==> src/rtl/mux8_byte_sequencer_pkg.sv <==
// Shared definitions for the mux8 byte sequencer: FSM encodings,
// default frame size and the length-field width.
package mopshub_seq_pkg;

    localparam int MAX_BYTES_DEF = 8;
    localparam int LEN_W         = 4;

    typedef enum logic [2:0] {
        ST_IDLE,
        ST_SEL,
        ST_CAP,
        ST_SEND,
        ST_CHK,
        ST_DONE
    } seq_state_t;

endpackage

==> src/rtl/byte_xor_acc.sv <==
// Running XOR of accepted bytes; clear has priority over enable.
// Ports: clk, rst (async active-low), clear, enable, din[W], acc[W].
module byte_xor_acc #(
    parameter int W = 8
) (
    input  logic         clk,
    input  logic         rst,
    input  logic         clear,
    input  logic         enable,
    input  logic [W-1:0] din,
    output logic [W-1:0] acc
);

    always_ff @(posedge clk or negedge rst) begin
        if (!rst) begin
            acc <= '0;
        end else if (clear) begin
            acc <= '0;
        end else if (enable) begin
            acc <= acc ^ din;
        end
    end

endmodule

==> src/rtl/mux8_byte_sequencer.sv <==
// Walks the 8:1 byte mux through 0..len-1 and streams the captured
// bytes out over valid/ready. Optional XOR checksum byte appended when
// MUX8_SEQ_CHECKSUM_EN is defined.
// Ports: clk, rst (async active-low), start, len[4], abort,
//        sel[SEL_W], en_sel, mux_data[DATA_W],
//        tx_data[DATA_W], tx_valid, tx_ready, tx_last, busy, done.
module mux8_byte_sequencer
    import mopshub_seq_pkg::*;
#(
    parameter int MAX_BYTES = MAX_BYTES_DEF,
    parameter int SEL_W     = 8,
    parameter int DATA_W    = 8
) (
    input  logic              clk,
    input  logic              rst,
    input  logic              start,
    input  logic [LEN_W-1:0]  len,
    input  logic              abort,
    output logic [SEL_W-1:0]  sel,
    output logic              en_sel,
    input  logic [DATA_W-1:0] mux_data,
    output logic [DATA_W-1:0] tx_data,
    output logic              tx_valid,
    input  logic              tx_ready,
    output logic              tx_last,
    output logic              busy,
    output logic              done
);

    seq_state_t       state;
    logic [LEN_W-1:0] idx;
    logic [LEN_W-1:0] len_r;
    logic [LEN_W-1:0] len_clamp;
    logic             last;
    logic             xfer;

    assign len_clamp = (len > LEN_W'(MAX_BYTES)) ? LEN_W'(MAX_BYTES) : len;
    assign last      = (idx == len_r - 1'b1);
    assign xfer      = tx_valid & tx_ready;

`ifdef MUX8_SEQ_CHECKSUM_EN
    logic [DATA_W-1:0] acc;
    logic              acc_clr;
    logic              acc_en;

    assign acc_clr = (state == ST_IDLE) & start & ~abort;
    assign acc_en  = (state == ST_SEND) & xfer & ~abort;

    byte_xor_acc #(.W(DATA_W)) u_acc (
        .clk    (clk),
        .rst    (rst),
        .clear  (acc_clr),
        .enable (acc_en),
        .din    (tx_data),
        .acc    (acc)
    );
`endif

    always_ff @(posedge clk or negedge rst) begin
        if (!rst) begin
            state    <= ST_IDLE;
            idx      <= '0;
            len_r    <= '0;
            sel      <= '0;
            en_sel   <= 1'b0;
            tx_data  <= '0;
            tx_valid <= 1'b0;
            tx_last  <= 1'b0;
            busy     <= 1'b0;
            done     <= 1'b0;
        end else if (abort && state != ST_IDLE) begin
            // Frame dropped: byte in flight discarded, no done pulse.
            state    <= ST_IDLE;
            en_sel   <= 1'b0;
            tx_valid <= 1'b0;
            tx_last  <= 1'b0;
            busy     <= 1'b0;
            done     <= 1'b0;
        end else begin
            case (state)
                ST_IDLE: begin
                    done <= 1'b0;
                    if (start && !abort) begin
                        len_r <= len_clamp;
                        idx   <= '0;
                        busy  <= 1'b1;
                        if (len_clamp == '0) begin
                            state <= ST_DONE;
                            done  <= 1'b1;
                        end else begin
                            state  <= ST_SEL;
                            sel    <= '0;
                            en_sel <= 1'b1;
                        end
                    end
                end
                ST_SEL: begin
                    // Mux loads data[idx] on this edge.
                    en_sel <= 1'b0;
                    state  <= ST_CAP;
                end
                ST_CAP: begin
                    tx_data  <= mux_data;
                    tx_valid <= 1'b1;
`ifdef MUX8_SEQ_CHECKSUM_EN
                    tx_last  <= 1'b0;
`else
                    tx_last  <= last;
`endif
                    state    <= ST_SEND;
                end
                ST_SEND: begin
                    if (xfer) begin
                        if (last) begin
`ifdef MUX8_SEQ_CHECKSUM_EN
                            // acc has not yet absorbed the final byte.
                            tx_data <= acc ^ tx_data;
                            tx_last <= 1'b1;
                            state   <= ST_CHK;
`else
                            tx_valid <= 1'b0;
                            tx_last  <= 1'b0;
                            done     <= 1'b1;
                            state    <= ST_DONE;
`endif
                        end else begin
                            tx_valid <= 1'b0;
                            tx_last  <= 1'b0;
                            idx      <= idx + 1'b1;
                            sel      <= SEL_W'(idx + 1'b1);
                            en_sel   <= 1'b1;
                            state    <= ST_SEL;
                        end
                    end
                end
                ST_CHK: begin
                    if (xfer) begin
                        tx_valid <= 1'b0;
                        tx_last  <= 1'b0;
                        done     <= 1'b1;
                        state    <= ST_DONE;
                    end
                end
                ST_DONE: begin
                    done  <= 1'b0;
                    busy  <= 1'b0;
                    state <= ST_IDLE;
                end
                default: begin
                    state <= ST_IDLE;
                end
            endcase
        end
    end

endmodule

==> config.mk <==
export PLATFORM = sky130hd
export DESIGN_NAME = mux8_byte_sequencer
export DESIGN_NICKNAME = d
export VERILOG_FILES = /design/src/rtl/mux8_byte_sequencer_pkg.sv /design/src/rtl/byte_xor_acc.sv /design/src/rtl/mux8_byte_sequencer.sv
export SDC_FILE = /design/constraint.sdc
export NUM_CORES = 1
export LEC_CHECK = 0
export BUFFER_PORTS_ARGS = -buffer_cell sky130_fd_sc_hd__buf_4
export CORE_ASPECT_RATIO = 0.5
export CORE_MARGIN = 1
export CORE_UTILIZATION = 48
export CTS_CLUSTER_SIZE = 12
export DETAILED_ROUTE_END_ITERATION = 10
export GPL_TIMING_DRIVEN = 1
export PLACE_DENSITY_LB_ADDON = 0.25
export SLEW_MARGIN = 20
export SYNTH_ARGS = -nofsm -noshare
export SYNTH_HDL_FRONTEND = slang
export SYNTH_SLANG_ARGS = --single-unit
==> constraint.sdc <==
create_clock -name clk -period 1.8 [get_ports clk]
set_input_delay 0 -clock clk [delete_from_list [all_inputs] [get_ports clk]]
set_output_delay 0 -clock clk [all_outputs]
set_load 0.02 [all_outputs]
== Word-level counts from Yosys, hierarchy flattened ==
Index checks and enable logic that the tools add are counted.

* Output and inout port bits: 21
* Word-level logic and storage cells: 92
* Register bits: 32
* Input bits: 17

* Mux-type cells: 38
* Equality and inequality tests: 17
* Reduce and logical (&&, ||, !) cells: 21
* Add/subtract/negate cells: 3
* Bitwise operators: 2
* Magnitude comparators: 1

{| class="wikitable"
|+ Operator list
! operator !! number
|-
| two-way mux 8 bit || 4
|-
| two-way mux 3 bit || 6
|-
| != test 3 bit (second input constant) || 6
|-
| two-way mux 1 bit || 16
|-
| two-way mux 4 bit || 4
|-
| one-hot mux 8 bit (2 select lines) || 1
|-
| one-hot mux 3 bit (5 select lines) || 1
|-
| AND reduction 5 bit || 2
|-
| nonzero test 3 bit || 3
|-
| != test 2 bit (second input constant) || 4
|-
| one-hot mux 4 bit (2 select lines) || 1
|-
| == test 3 x 2 -> 1 bit (second input constant) || 2
|-
| == test 3 bit (second input constant) || 2
|-
| one-hot mux 1 bit (2 select lines) || 3
|-
| AND reduction 2 bit || 3
|-
| AND reduction 3 bit || 2
|-
| AND reduction 6 bit || 1
|-
| adder 4 x 1 -> 5 bit (second input constant) || 1
|-
| nonzero test 5 bit || 1
|-
| adder 4 x 1 -> 4 bit (second input constant) || 1
|-
| == test 4 bit || 1
|-
| > comparator 4 bit (second input constant) || 1
|-
| logical NOT 4 bit || 1
|-
| one-hot mux 1 bit (4 select lines) || 1
|-
| 13 further kinds || 14
|}

== Logic depth before layout (Yosys ltp) ==
Gate-level depths: netlist of run 1.

* Depth in word-level cells: 7
* Depth in mapped cells: 7
* Gate-level depth less buffers: 7

== Worst setup path after synthesis of run 1 ==
No wires, ideal clock.

* Kind: reg2reg
* From: reg len_r[0]
* To: reg sel[3]
* Data required time: 1675 ps
* Data arrival time: 1850 ps
* Stages on the path, launching flop included: 8
* Library setup time: 125 ps
* Buffers on the path: 0
* Period minus slack after synthesis: 1976 ps
* Path slack: -176 ps
* Cells stage by stage: dfrtp_1 > inv_1 > ha_1 > xnor2_1 > xnor2_1 > nor4_4 > a21bo_4 > mux2_4

* Longest elaborated chain between the ends: 4

{| class="wikitable"
|+ Ends and longest elaborated chain
! item !! line !! RTL
|-
| start, declared || mux8_byte_sequencer.sv:32 || <nowiki>logic [LEN_W-1:0] len_r;</nowiki>
|-
| start signal, assigned || mux8_byte_sequencer.sv:84 || <nowiki>len_r <= len_clamp;</nowiki>
|-
| subtractor 4 x 1 -> 4 bit || mux8_byte_sequencer.sv:38 || <nowiki>assign last = (idx == len_r - 1'b1);</nowiki>
|-
| == test 4 bit || mux8_byte_sequencer.sv:38 ||
|-
| != test 2 bit (no source line) || - ||
|-
| AND reduction 6 bit (no source line) || - ||
|-
| end signal, assigned || mux8_byte_sequencer.sv:130 || <nowiki>sel <= SEL_W'(idx + 1'b1);</nowiki>
|-
| end, declared || mux8_byte_sequencer.sv:19 || <nowiki>output logic [SEL_W-1:0] sel,</nowiki>
|}

Every way passes these cells.
A chain may end at the register's enable or synchronous reset.

== Final worst setup path of run 1 ==
* From: reg len_r[0]
* To: reg done

* Longest elaborated chain between the ends: 4

{| class="wikitable"
|+ Ends and longest elaborated chain
! item !! line !! RTL
|-
| subtractor 4 x 1 -> 4 bit || mux8_byte_sequencer.sv:38 ||
|-
| == test 4 bit || mux8_byte_sequencer.sv:38 ||
|-
| != test 3 bit (no source line) || - ||
|-
| AND reduction 4 bit (no source line) || - ||
|-
| end signal, assigned || mux8_byte_sequencer.sv:70 || <nowiki>done <= 1'b0;</nowiki>
|-
| end signal, assigned || mux8_byte_sequencer.sv:78 || <nowiki>done <= 1'b0;</nowiki>
|-
| end signal, assigned || mux8_byte_sequencer.sv:82 || <nowiki>done <= 1'b0;</nowiki>
|-
| end, declared || mux8_byte_sequencer.sv:27 || <nowiki>output logic done</nowiki>
|}

Every way passes these cells.

==> results.toml, run 1 <==
[critical_path]
regToRegEndpoint = "done"
critPathKind = "flip-flop to flip-flop"
cp-start-kind = "flip-flop"
ff2ff_setup_slack_ns = -0.08
endpoint_kind = "flip-flop"
cp_cell_sequence = "buf_4, nor3_4, xnor2_2, nor4_4, buf_4, buf_4, o31ai_4, mux2i_1"
critPathArrivalTime_ns = 2.04
timing.rr.start = "len_r[0]"
cp_top_family = "simple AND/OR/NAND/NOR gates"
required_ns = 1.96
cpMaxStageDelayCell = "dfrtp_1"
crit_top_cell = "buf_4"
critPathMaxFanout = 4
slowest_delay_ns = 0.42
cp_num_buf_inv = 3
r2r_cells = 8

[power_and_ir_drop]
p_int_mw = 1.87
ir_drop_mv = 0.767
p_leak_nw = 1.09
power.switching_mw = 1.05
seqPwrFrac_pct = 32.0
p_per_area_nw_per_um2 = 1250
p_sw_share_pct = 36.0
clockPowerShare_pct = 20.7
pwr-share-comb_pct = 47.4

[logic_synthesis]
synth_edf_count = 0
ys_async_sr_fraction_pct = 100
netlist_area_um2 = 1590
ys_warn_count = 0
avgSynthCellArea_um2 = 10.5
synth_cell_type_count = 45
synthFlopType = "dfrtp_1"
yosysSeqAreaShare_pct = 45.6
synthCells = 151
yosys_register_bits = 29

[clock_network]
numClockSinks = 29
clock_path_buffers = 2
worstSkewPairLatency_ns = 0.29
htreeDepth = 2
cts_buffers = 5
cts.clk_slew.worst_paths_ns = 0.06
cts-root-buf = "clkbuf_8"
cts_tree = "done"

[cells_and_area]
final_cells = 260
regArea_um2 = 727
multi_input_area_um2 = 878
fin_nets = 238
syn_to_final_growth_pct = 46.5
num_antenna_cells = 0
post_route_cells_drive_above_1_share_pct = 42.7
fin_util_pct = 75.6
fillers = 210

[timing]
relSlewSlack_pct = 64.1
clock-skew-final_ns = 0.0119
tightestPinTransition_ns = 0.533
fin_crit_sh_pct = 105
drv_slew = 0
hold_violations = 0
finalSetupViolations = 6
rsz0062_at_grt = "true"
fmax_mhz = 531
setup_tns_ns = -0.313
layout_setup_ws_ns = -0.0818
min_period_ns = 1.88

[routing]
wirelength_mm = 3.86
drc_errors = 0
wire_per_inst_um = 14.8
drtPass1Iterations = 4
num_vias = 1391
drt_first_iter_violations = 54
drt-vias-per-instance = 5.35
detail-route-antenna-nets = 0

[hold_path]
holdPathEnd = "len_r[1]"
min_from = "len[1]"
hold_depth = 3
hold_path.class = "input pin to flip-flop"

[outcome]
outcome = "complete, but fails checks"
violations = "negative setup slack"

[job]
cap_violations = 0

[global_routing]
antenna_found_initial = 0
grt_max_degree = 30
first_global_vias = 1396
grt_pass1_wl_mm = 6.56
grt_overflow_total = 0
track_usage_pct = 24.4

[die]
die_area_um2 = 3560
die_h_um = 42.7
coreArea_um2 = 3080
io-pin-count = 38
die_x_um = 83.4
start_util_pct = 51.6
rows = 14

[placed_design]
place.gp.congestion = 0.817
place_hpwl_mm = 2.39
io_buffers = 34
placed_cells = 231
-- metal layers --
layer  up-vias  GRT usage, %  wire, µm
li1        671             -         -
met3        11          7.39       177
met2        37          37.5      1820
met5         -             0         0
met4         0          11.5        80
met1       672          32.3      1780
-- worst max-delay path by stage --
| stage | startpoint | end | slack [ns] | cells past startpoint |
|---|---|---|---|---|
| CTS | len_r[0] | idx[1] | -0.07 | 8 |
| finish | len_r[0] | done | -0.08 | 8 |
| detailed placement | len_r[0] | done | -0.1 | 8 |
| global placement | len_r[0] | sel[3] | -0.03 | 6 |
| global route | len_r[1] | done | -0.15 | 8 |
| floorplan | len_r[0] | sel[3] | -0.05 | 6 |
-- what timing repair did --
item	in CTS	in global routing
buffers inserted	4	2
pin swaps	6	3
hold buffers	15	0
setup endpoints to repair	11	13
hold endpoints to repair	41	0
resized for setup	7	2
-- power groups by stage --
stage / Clock, mW / Combinational, mW / Sequential (mW)
6_report: 0.604 / 1.38 / 0.935
3_3_place_gp: 0 / 1.17 / 0.934
5_1_grt: 0.635 / 1.49 / 0.962
2_1_floorplan: 0 / 0.589 / 1.10
4_1_cts: 0.609 / 1.35 / 0.932
3_5_place_dp: 0 / 1.20 / 0.944
-- cells by family after synthesis --
logic type,after synthesis,synth area share [%]
other cells,1,0.236
compound gates,33,15.2
fa+ha+maj,2,1.57
xor+xnor,8,4.40
flops,29,45.6
buf+inv,14,4.09
simple gates,52,20.3
mux,12,8.65
-- through the flow --
step / hold slack [ns] / total power, mW / setup slack (ns) / area (µm²)
after floorplan: -0.296 / 1.68 / -0.0532 / 1620
after global placement: -0.0551 / 2.11 / -0.0308 / 1980
after detailed placement: -0.0449 / 2.14 / -0.0976 / 1980
after CTS: 0.00851 / 2.89 / -0.0693 / 2310
after global routing: 0.0425 / 3.08 / -0.150 / 2330
final: 0.0177 / 2.92 / -0.0818 / 2330
-- worst register-to-register path: cells and delay by family, from the launching register on --
kind | cells | cell delay (ns)
compound gates | 1 | 0.06
xor+xnor | 1 | 0.11
buf+inv | 3 | 0.48
flops | 1 | 0.42
mux | 1 | 0.13
simple gates | 2 | 0.57
-- synth_stat cells (2+ instances only) --
library cell	n	area, µm²
mux2_2	10	113
nand2_1	15	56.3
o2bb2ai_1	2	17.5
a22o_2	2	20.0
dfrtp_1	29	726
nor3_2	2	20.0
buf_4	3	22.5
clkbuf_1	6	22.5
nand3b_1	4	30.0
nor4_1	2	12.5
a211o_2	2	20.0
nor2b_1	3	18.8
nand3_1	2	10.0
a21oi_1	5	25.0
ha_1	2	25.0
o21ai_0	10	50.1
nor3_1	3	15.0
a21o_1	2	15.0
nor2_1	6	22.5
inv_1	4	15.0
nand2b_1	7	43.8
xor2_1	2	17.5
xnor2_1	6	52.6
-- cell usage in the layout (no fill, tap or decap), types with 3 or more instances in the layout --
| master | count |
|---|---|
| dlygate4sd3_1 | 15 |
| nand2b_1 | 7 |
| nor3_1 | 3 |
| nor2b_1 | 3 |
| buf_4 | 53 |
| nor2_1 | 6 |
| clkbuf_8 | 7 |
| xnor2_2 | 4 |
| conb_1 | 3 |
| nand3b_1 | 4 |
| o21ai_0 | 10 |
| a21oi_1 | 5 |
| dfrtp_1 | 28 |
| mux2_2 | 10 |
| nand2_1 | 15 |
-- sequential cells by signal (all words and copies together) (netlist names) --
register and cells:
tx_last 1, busy 1, done 1, state 3, sel 5, idx 4
tx_valid 1, tx_data 8, len_r 4, en_sel 1
-- layout make-up --
type | instances | share of cell area [%]
clock buffers | 7 | 4.13
clock inverters | 1 | 0.215
inverters | 4 | 0.644
multi-input cells | 110 | 37.7
flip-flops and latches | 29 | 31.2
well taps | 40 | 2.15
repair buffers | 69 | 24.0
Power figures use the tool's default switching activity.
==> run 2: changes to the inputs <==
--- a/config.mk
+++ b/config.mk
@@ -14,4 +14,5 @@
 export GPL_TIMING_DRIVEN = 1
 export PLACE_DENSITY_LB_ADDON = 0.25
+export SETUP_SLACK_MARGIN = 0.05
 export SLEW_MARGIN = 20
 export SYNTH_ARGS = -nofsm -noshare
==> constraint.sdc (replaced) <==
create_clock -name clk -period 1.8 [get_ports clk]
set_input_delay 0.09 -clock clk [delete_from_list [all_inputs] [get_ports clk]]
set_output_delay 0.09 -clock clk [all_outputs]
set_load 0.02 [all_outputs]
==> results.toml, run 2 (same netlist as run 1, synthesis figures left out) <==
[die]
die_h_um = 42.7
die_area_um2 = 3560
die_x_um = 83.4
io-pin-count = 38
coreArea_um2 = 3080
start_util_pct = 51.6
rows = 14

[cells_and_area]
fin_nets = 224
fillers = 224
post_route_cells_drive_above_1_share_pct = 48.1
final_common_cell = "buf_4"
syn_to_final_growth_pct = 40.2
top_register = "tx_data"
num_antenna_cells = 0
largest_reg_flops = 8
largestRegisters = "tx_data (8), sel (5)"
final_cell_mix = "buf_4, dfrtp_1, nand2_1"

[timing]
clock-skew-final_ns = 0.0112
rsz0062_at_grt = "true"
fin_crit_sh_pct = 103
fmax_mhz = 537
hold_violations = 0
layout_setup_ws_ns = -0.0625
min_period_ns = 1.86
relSlewSlack_pct = 67.0
tightestPinTransition_ns = 0.490
drv_slew = 0
finalSetupViolations = 6

[power_and_ir_drop]
p_leak_nw = 1.04
p_per_area_nw_per_um2 = 1320
ir_drop_mv = 0.762
total_power_mw = 2.94

[critical_path]
cp-start-kind = "flip-flop"
endpoint_kind = "flip-flop"
critPathArrivalTime_ns = 2.02
critPathKind = "flip-flop to flip-flop"
required_ns = 1.96
critPathMaxFanout = 4

[placed_design]
pre_cts_ws_ns = -0.0976
io_buffers = 34
place.gp.congestion = 0.817
place_hpwl_mm = 2.39

[job]
cap_violations = 0

[global_routing]
grt_max_degree = 30
grt_overflow_total = 0
grt_pass1_wl_mm = 6.15
first_global_vias = 1342
track_usage_pct = 22.7
antenna_found_initial = 0

[routing]
detail-route-antenna-nets = 0
wire_per_inst_um = 14.6
drc_errors = 0
wirelength_mm = 3.59
drt_first_iter_violations = 53
num_vias = 1327
drt-vias-per-instance = 5.39
drtPass1Iterations = 4

[clock_network]
cts.clk_slew.worst_paths_ns = 0.07
cts_buffers = 5
htreeDepth = 2
clock_path_buffers = 2
numClockSinks = 29
worstSkewPairLatency_ns = 0.29
cts-root-buf = "clkbuf_8"
cts_tree = "done"

[hold_path]
hold_path.class = "input pin to flip-flop"

[outcome]
outcome = "complete, but fails checks"
violations = "negative setup slack"
## run 2: cell count changes in the layout (fill, tap and decap cells not counted), moves of 2 or more
cell,before,now
dlygate4sd3_1,15,1
nand2_1,15,12
nand2_2,0,3
buf_4,53,51
buf_6,1,3
## run 2: path summary, 6_finish.rpt
check                            start    endpoint  slack (ns)  cells past startpoint
max                           len_r[0]        done       -0.06                      8
min                        mux_data[5]  tx_data[5]        0.03                      2
max reg2reg                   len_r[0]        done       -0.06                      8
min reg2reg                     sel[0]      sel[0]        0.48                      1
max in group asynchronous          rst  tx_data[6]        1.24                      2
min in group asynchronous          rst      sel[4]        0.27                      2
## run 2: where the power goes
group	leakage (nW)	switching, mW	internal, mW	total (mW)
sequential	0.374	0.117	0.821	0.938
combinational	0.616	0.681	0.717	1.40
clock	0.0542	0.254	0.345	0.599
## run 2: layout make-up
class | count | area [µm²] | area share (%)
clock buffers | 7 | 96.3 | 4.32
repair buffers | 55 | 427 | 19.1
inverters | 4 | 15.0 | 0.673
clock inverters | 1 | 5.00 | 0.224
multi-input cells | 110 | 912 | 40.9
flip-flops and latches | 29 | 726 | 32.5
well taps | 40 | 50.0 | 2.24
## run 2: worst max-delay path, cell delays in order (launching register included)
cell and delay [ns]:
dfrtp_1 0.42, buf_6 0.14, nor3_4 0.21, xnor2_2 0.12, nor4_4 0.35, buf_4 0.20, buf_6 0.11, o31ai_4 0.06
mux2i_1 0.13
## run 2: repair_timing
action / CTS / global route
setup buffers: 4 / 2
resized for setup: 8 / 9
hold buffers: 1 / 0
pin swaps: 6 / 10
endpoints found under the hold margin: 29 / 0
setup endpoints to repair: 12 / 13
## run 2: metal layers
layer / track usage [%] / share of wire [%]
met1: 30.0 / 48
met2: 35.1 / 45
met3: 7.20 / 5.2
met4: 9.49 / 1.8
met5: 0 / 0
## run 2: per-stage QoR
stage	instances	hold WS, ns	utilization, %	cell area, µm²	setup TNS (ns)
2_1_floorplan	153	-0.206	-	1620	-0.0532
3_3_place_gp	231	0.0349	64.2	1980	-0.0308
3_5_place_dp	231	0.0451	64.2	1980	-0.373
4_1_cts	244	0.0278	70.5	2170	-0.269
5_1_grt	246	0.0281	72.4	2230	-0.875
6_report	246	0.0310	72.4	2230	-0.232
